## config.mk

```make
export PLATFORM = sky130hd
export DESIGN_NAME = alu
export DESIGN_NICKNAME = d
export VERILOG_FILES = /design/src/rtl/alu_pkg.sv /design/src/rtl/alu_adder.sv /design/src/rtl/alu.sv
export SDC_FILE = /design/constraint.sdc
export NUM_CORES = 1
export LEC_CHECK = 0
export CAP_MARGIN = 20
export CORE_MARGIN = 5
export CORE_UTILIZATION = 38
export CTS_BUF_LIST = sky130_fd_sc_hd__clkbuf_16
export CTS_CLUSTER_SIZE = 28
export DETAILED_ROUTE_END_ITERATION = 8
export PLACE_DENSITY_LB_ADDON = 0.08
export SLEW_MARGIN = 20
export SYNTH_ARGS = -nofsm -noshare
export SYNTH_HDL_FRONTEND = slang
export SYNTH_HIERARCHICAL = 1
export SYNTH_SLANG_ARGS = --single-unit
```

## constraint.sdc

```tcl
create_clock -name clk -period 4.2 [get_ports clk]
set_input_delay 0.63 -clock clk [delete_from_list [all_inputs] [get_ports clk]]
set_output_delay 0.63 -clock clk [all_outputs]
set_load 0.05 [all_outputs]
```

## src/rtl/alu_pkg.sv

```systemverilog
// Shared types and operation codes for the execute-stage ALU.
package alu_pkg;

    typedef logic [31:0] u32;
    typedef logic [2:0]  u3;
    typedef logic        u1;

    // Bit 2 of every code selects inverted B (and subtract mode in the adder).
    localparam u3 ALU_AND  = 3'b000;
    localparam u3 ALU_OR   = 3'b001;
    localparam u3 ALU_ADD  = 3'b010;
    localparam u3 ALU_RSVD = 3'b011;
    localparam u3 ALU_RAND = 3'b100;
    localparam u3 ALU_ROR  = 3'b101;
    localparam u3 ALU_SUB  = 3'b110;
    localparam u3 ALU_SLT  = 3'b111;

endpackage

```

## src/rtl/alu_adder.sv

```systemverilog
// Combinational 32-bit add/subtract with carry-out and signed-overflow detection.
module alu_adder
    import alu_pkg::*;
(
    input  u32 a,
    input  u32 b,
    input  u1  sub,
    output u32 sum,
    output u1  cout,
    output u1  ovf
);

    u32          b_eff;
    logic [32:0] full;

    always_comb begin
        b_eff = sub ? ~b : b;
        full  = {1'b0, a} + {1'b0, b_eff} + {32'b0, sub};
        sum   = full[31:0];
        cout  = full[32];
        // Same-sign operands producing an opposite-sign sum.
        ovf   = (a[31] == b_eff[31]) && (full[31] != a[31]);
    end

endmodule

```

## src/rtl/alu.sv

```systemverilog
// Registered 32-bit ALU: logic ops, add/sub, signed set-less-than, with zero/carry/overflow flags.
module alu
    import alu_pkg::*;
(
    input  logic        clk,
    input  logic        reset,
    input  logic [31:0] A,
    input  logic [31:0] B,
    input  logic [2:0]  ALUcont,
    output logic [31:0] result,
    output logic        zero,
    output logic        carry,
    output logic        overflow
);

    u32 b_eff;
    u32 sum;
    u1  cout;
    u1  ovf;
    u32 result_d;
    u1  carry_d;
    u1  overflow_d;
    u1  slt;

    alu_adder u_adder (
        .a    (A),
        .b    (B),
        .sub  (ALUcont[2]),
        .sum  (sum),
        .cout (cout),
        .ovf  (ovf)
    );

    always_comb begin
        b_eff      = ALUcont[2] ? ~B : B;
        // Sign of the true difference, valid even when the subtraction overflows.
        slt        = sum[31] ^ ovf;
        result_d   = '0;
        carry_d    = 1'b0;
        overflow_d = 1'b0;
        unique case (ALUcont)
            ALU_AND, ALU_RAND: result_d = A & b_eff;
            ALU_OR,  ALU_ROR:  result_d = A | b_eff;
            ALU_ADD, ALU_SUB: begin
                result_d   = sum;
                carry_d    = cout;
                overflow_d = ovf;
            end
            ALU_SLT: begin
                result_d = {31'b0, slt};
                carry_d  = cout;
            end
            ALU_RSVD: result_d = '0;
            default:  result_d = '0;
        endcase
    end

    always_ff @(posedge clk) begin
        if (reset) begin
            result   <= '0;
            zero     <= 1'b1;
            carry    <= 1'b0;
            overflow <= 1'b0;
        end else begin
            result   <= result_d;
            zero     <= (result_d == '0);
            carry    <= carry_d;
            overflow <= overflow_d;
        end
    end

endmodule

```

==> impl_summary.log <==
INFO  metric run_status = completed
INFO  metric finalSetupViolCount = 0
INFO  metric floorplan.initialDensity = 38.77%
INFO  metric crit_path_start_kind = input pin
INFO  metric synthFlopType = sky130_fd_sc_hd__dfxtp_1
INFO  metric worst-endpoint-arrival = 4.17 ns
INFO  metric final_hold_viol_count = 0
INFO  metric fin_cells = 776
INFO  metric grt_start_max_net_pins = 52
INFO  metric post-route-min-period = 3.950 ns
INFO  metric synthDistinctLibCells = 58
INFO  metric detailed_placer_s_ending_hpwl = 10200 um
INFO  metric power-per-cell-area = 316.9 nW/um2
INFO  metric synth-seq-area-share = 16.75%
INFO  metric floorplan.die.width = 114.9 um
INFO  metric rd_place_congestion = 0.8685
INFO  metric grt_pass1_vias = 4053
INFO  metric final_layout_size_suffix_gt1_share = 11.16%
INFO  metric grt.total_usage = 18.76%
INFO  metric drt_iter0_drc = 154
INFO  metric num-fill-cells = 1063
INFO  metric h_tree_lvl_count = 2
INFO  metric crit_type = input pin to flop
INFO  metric fp.dieArea = 13210 um2
INFO  metric grt_antenna_before_repair = 0
INFO  metric cts-buffers-inserted = 5
INFO  metric max_buffers_root_to_sink = 2
INFO  metric category_of_the_worst_setup_path_capture_point = flop
INFO  metric dr_total_vias = 4205
INFO  metric worstMarginPinSlew = 0.6949 ns
INFO  metric routed_wirelength = 12740 um
INFO  metric cts_tree = built
INFO  metric ys.warnings.count = 6
INFO  metric report.final.slew_viol_count = 0
INFO  metric numPortBuffers = 103
INFO  metric crit_chain = clkdlybuf4s50_1 -> xor2_1 -> inv_1 -> fa_1 -> nor2b_1 -> o2111ai_1 -> a21o_1 -> a21boi_1 -> o21ai_0 -> a21oi_1 -> a31oi_1 -> nor3b_1 -> a21oi_1 -> buf_4 -> nand4_1 -> nor4_2 -> a31o_1
INFO  metric crit_path_max_fo = 3
INFO  metric detail_route.first_pass.iterations = 4
INFO  metric timing.fmax = 253.2 MHz
INFO  metric synth_cells = 528
INFO  metric grt-ovfl-total = 0
INFO  metric min-delay-path-class = input pin to flop
INFO  metric route.antenna.remaining_nets = 0
INFO  metric setup_tns = 0 ns
INFO  metric grt_pass1_wl = 20330 um
INFO  metric number_of_placed_instances_taps_included = 769
INFO  metric drcViolationCount = 0
INFO  metric layout_worst_path_cycle_share = 94.04%
INFO  metric worst_ir_drop_vdd = 0.0001538 V
INFO  metric syn-mean-instance-area = 7.924 um2
INFO  metric design.portCount = 104
INFO  metric max-slew-margin-rel = 53.53%
INFO  metric seq_area = 700.7 um2
INFO  metric synth_area = 4184 um2
INFO  metric placeableCoreArea = 10790 um2
INFO  metric critical_path.most_common_cell = sky130_fd_sc_hd__a21oi_1
INFO  metric synth.ff_latch_count = 35
INFO  metric setup_repair_after_global_routing_missed_its_margin = false
INFO  metric crit_required = 4.42 ns
INFO  metric cts_hold_repair.buffers = 0
INFO  metric area.growth.synth_to_final = 34.45%
INFO  metric tritoncts_num_sinks = 35
INFO  metric final_nets = 737
INFO  metric die_h = 114.9 um
INFO  metric multiInputGateArea = 3288 um2
INFO  metric worst_setup_hold_path_clk_slew = 0.06 ns
INFO  metric async_set_reset_flop_share_out_of_synthesis = 0%
INFO  metric vias_per_cell = 5.419
INFO  metric crit_path_max_incr_delay = 0.51 ns
INFO  metric n_antenna_cell = 0
INFO  metric crit_slowest_cell = sky130_fd_sc_hd__clkdlybuf4s50_1
INFO  metric clockRootBuffer = sky130_fd_sc_hd__clkbuf_16
INFO  metric maxCapViolations = 0
INFO  metric leakage_power = 2.303 nW
INFO  metric synthesis.nets = 629
INFO  metric number_of_enable_type_register_cells_in_the_synthesized_netlist = 0
INFO  metric floorplan.rows = 38
INFO  metric wire_per_inst = 16.41 um
[per-layer routing]
metal	share of wire (%)	global-route usage (%)	wire [um]
met5	0	0	0
met4	2.4	6.025	311
met3	4.8	2.263	611
met2	46	31.13	5889
met1	47	25.31	5924
[cells in the final DEF (no fill, tap or decap), drive strengths merged, types with 3 or more instances in the layout]
| cell | netlist | routed |
|---|---|---|
| clkdlybuf4s50 | 0 | 101 |
| xor2 | 75 | 75 |
| nor2 | 54 | 54 |
| a21oi | 54 | 54 |
| dfxtp | 35 | 35 |
| buf | 16 | 32 |
| ha | 31 | 31 |
| maj3 | 31 | 31 |
| nand2 | 25 | 25 |
| o21ai | 25 | 25 |
| nor3b | 17 | 17 |
| a21o | 16 | 16 |
| xnor2 | 16 | 16 |
| a22oi | 15 | 15 |
| nand4 | 12 | 12 |
| inv | 11 | 12 |
| a31oi | 7 | 7 |
| nor2b | 6 | 6 |
| nand3 | 6 | 6 |
| clkbuf | 16 | 5 |
| and3 | 5 | 5 |
| o21a | 5 | 5 |
| nor3 | 5 | 5 |
| nand2b | 5 | 5 |
| nor4b | 3 | 3 |
| or3 | 3 | 3 |
| o211ai | 3 | 3 |
| nor4 | 3 | 3 |
[synth_stat cells (4+ instances only)]
| cell type | count | area, um2 |
|---|---|---|
| sky130_fd_sc_hd__a21oi_1 | 50 | 250.2 |
| sky130_fd_sc_hd__nor3_1 | 5 | 25.02 |
| sky130_fd_sc_hd__inv_1 | 10 | 37.54 |
| sky130_fd_sc_hd__nor2b_1 | 6 | 37.54 |
| sky130_fd_sc_hd__nor2_1 | 54 | 202.7 |
| sky130_fd_sc_hd__nand2b_1 | 5 | 31.28 |
| sky130_fd_sc_hd__buf_2 | 6 | 30.03 |
| sky130_fd_sc_hd__nand4_1 | 12 | 75.07 |
| sky130_fd_sc_hd__o21a_1 | 5 | 37.54 |
| sky130_fd_sc_hd__nand2_1 | 25 | 93.84 |
| sky130_fd_sc_hd__nor3b_1 | 17 | 127.6 |
| sky130_fd_sc_hd__ha_1 | 31 | 387.9 |
| sky130_fd_sc_hd__xor2_1 | 75 | 656.9 |
| sky130_fd_sc_hd__nand3_1 | 6 | 30.03 |
| sky130_fd_sc_hd__buf_1 | 4 | 15.01 |
| sky130_fd_sc_hd__maj3_1 | 11 | 110.1 |
| sky130_fd_sc_hd__a31oi_1 | 7 | 43.79 |
| sky130_fd_sc_hd__xnor2_1 | 16 | 140.1 |
| sky130_fd_sc_hd__clkbuf_1 | 16 | 60.06 |
| sky130_fd_sc_hd__a21o_1 | 16 | 120.1 |
| sky130_fd_sc_hd__a22oi_1 | 14 | 105.1 |
| sky130_fd_sc_hd__maj3_2 | 20 | 225.2 |
| sky130_fd_sc_hd__and3_1 | 5 | 31.28 |
| sky130_fd_sc_hd__buf_6 | 6 | 67.56 |
| sky130_fd_sc_hd__o21ai_1 | 5 | 25.02 |
| sky130_fd_sc_hd__o21ai_0 | 19 | 95.09 |
| sky130_fd_sc_hd__dfxtp_1 | 35 | 700.7 |
[final cells by class]
cell class / instances / share of cell area [%]
multi-input cells: 450 / 58.45
repair buffers: 133 / 22.42
inverters: 11 / 0.7340
clock buffers: 5 / 2.224
well taps: 140 / 3.114
clock inverters: 2 / 0.6005
flip-flops and latches: 35 / 12.46
[stage by stage]
stage	utilization (%)	hold slack (ns)	power, mW	setup slack (ns)	area, um2
2_1_floorplan	-	0.9064	1.055	0.2977	4184
3_3_place_gp	50.48	1.378	1.361	-0.1689	5448
3_5_place_dp	50.48	1.384	1.360	-0.2136	5448
4_1_cts	51.95	1.097	1.793	0.04687	5607
5_1_grt	52.12	1.210	1.893	0.01345	5625
6_report	52.12	1.089	1.783	0.2504	5625
[kinds of logic after synthesis]
kind of cell               synth area share (%)
buffers and inverters                     5.114
adders and majority gates                 17.76
muxes                                    0.2392
xor gates and xnor gates                  19.05
DFF                                       16.75
AOI/OAI and AO/OA                         22.73
and+or+nand+nor                           18.36
[registers in the layout, summed over array words and instances, names as in the netlist]
| register | flops |
|---|---|
| result | 32 |
| carry | 1 |
| overflow | 1 |
| zero | 1 |
[worst paths after layout]
path,startpoint,to,slack (ns),depth (start not counted)
worst max-delay path,B[1],zero,0.25,17
worst min-delay path,ALUcont[0],result[13],1.09,4
[worst max-delay path: cells and delay by family]
kind                       cells  cell delay (ns)
and+or+nand+nor                4             0.72
adders and majority gates      1             0.44
AOI/OAI and AO/OA              8             1.39
buffers and inverters          3             0.76
xor gates and xnor gates       1             0.22
[power by group]
part | internal [mW] | switching [mW]
registers | 0.363 | 0.00893
logic | 0.433 | 0.559
clock network | 0.275 | 0.144
[timing repair]
item / in CTS / in global routing
gates resized for setup: 0 / 4
endpoints found under the setup margin: 0 / 1
setup buffers: 0 / 0
No activity file was read; power rests on OpenSTA's default activity.
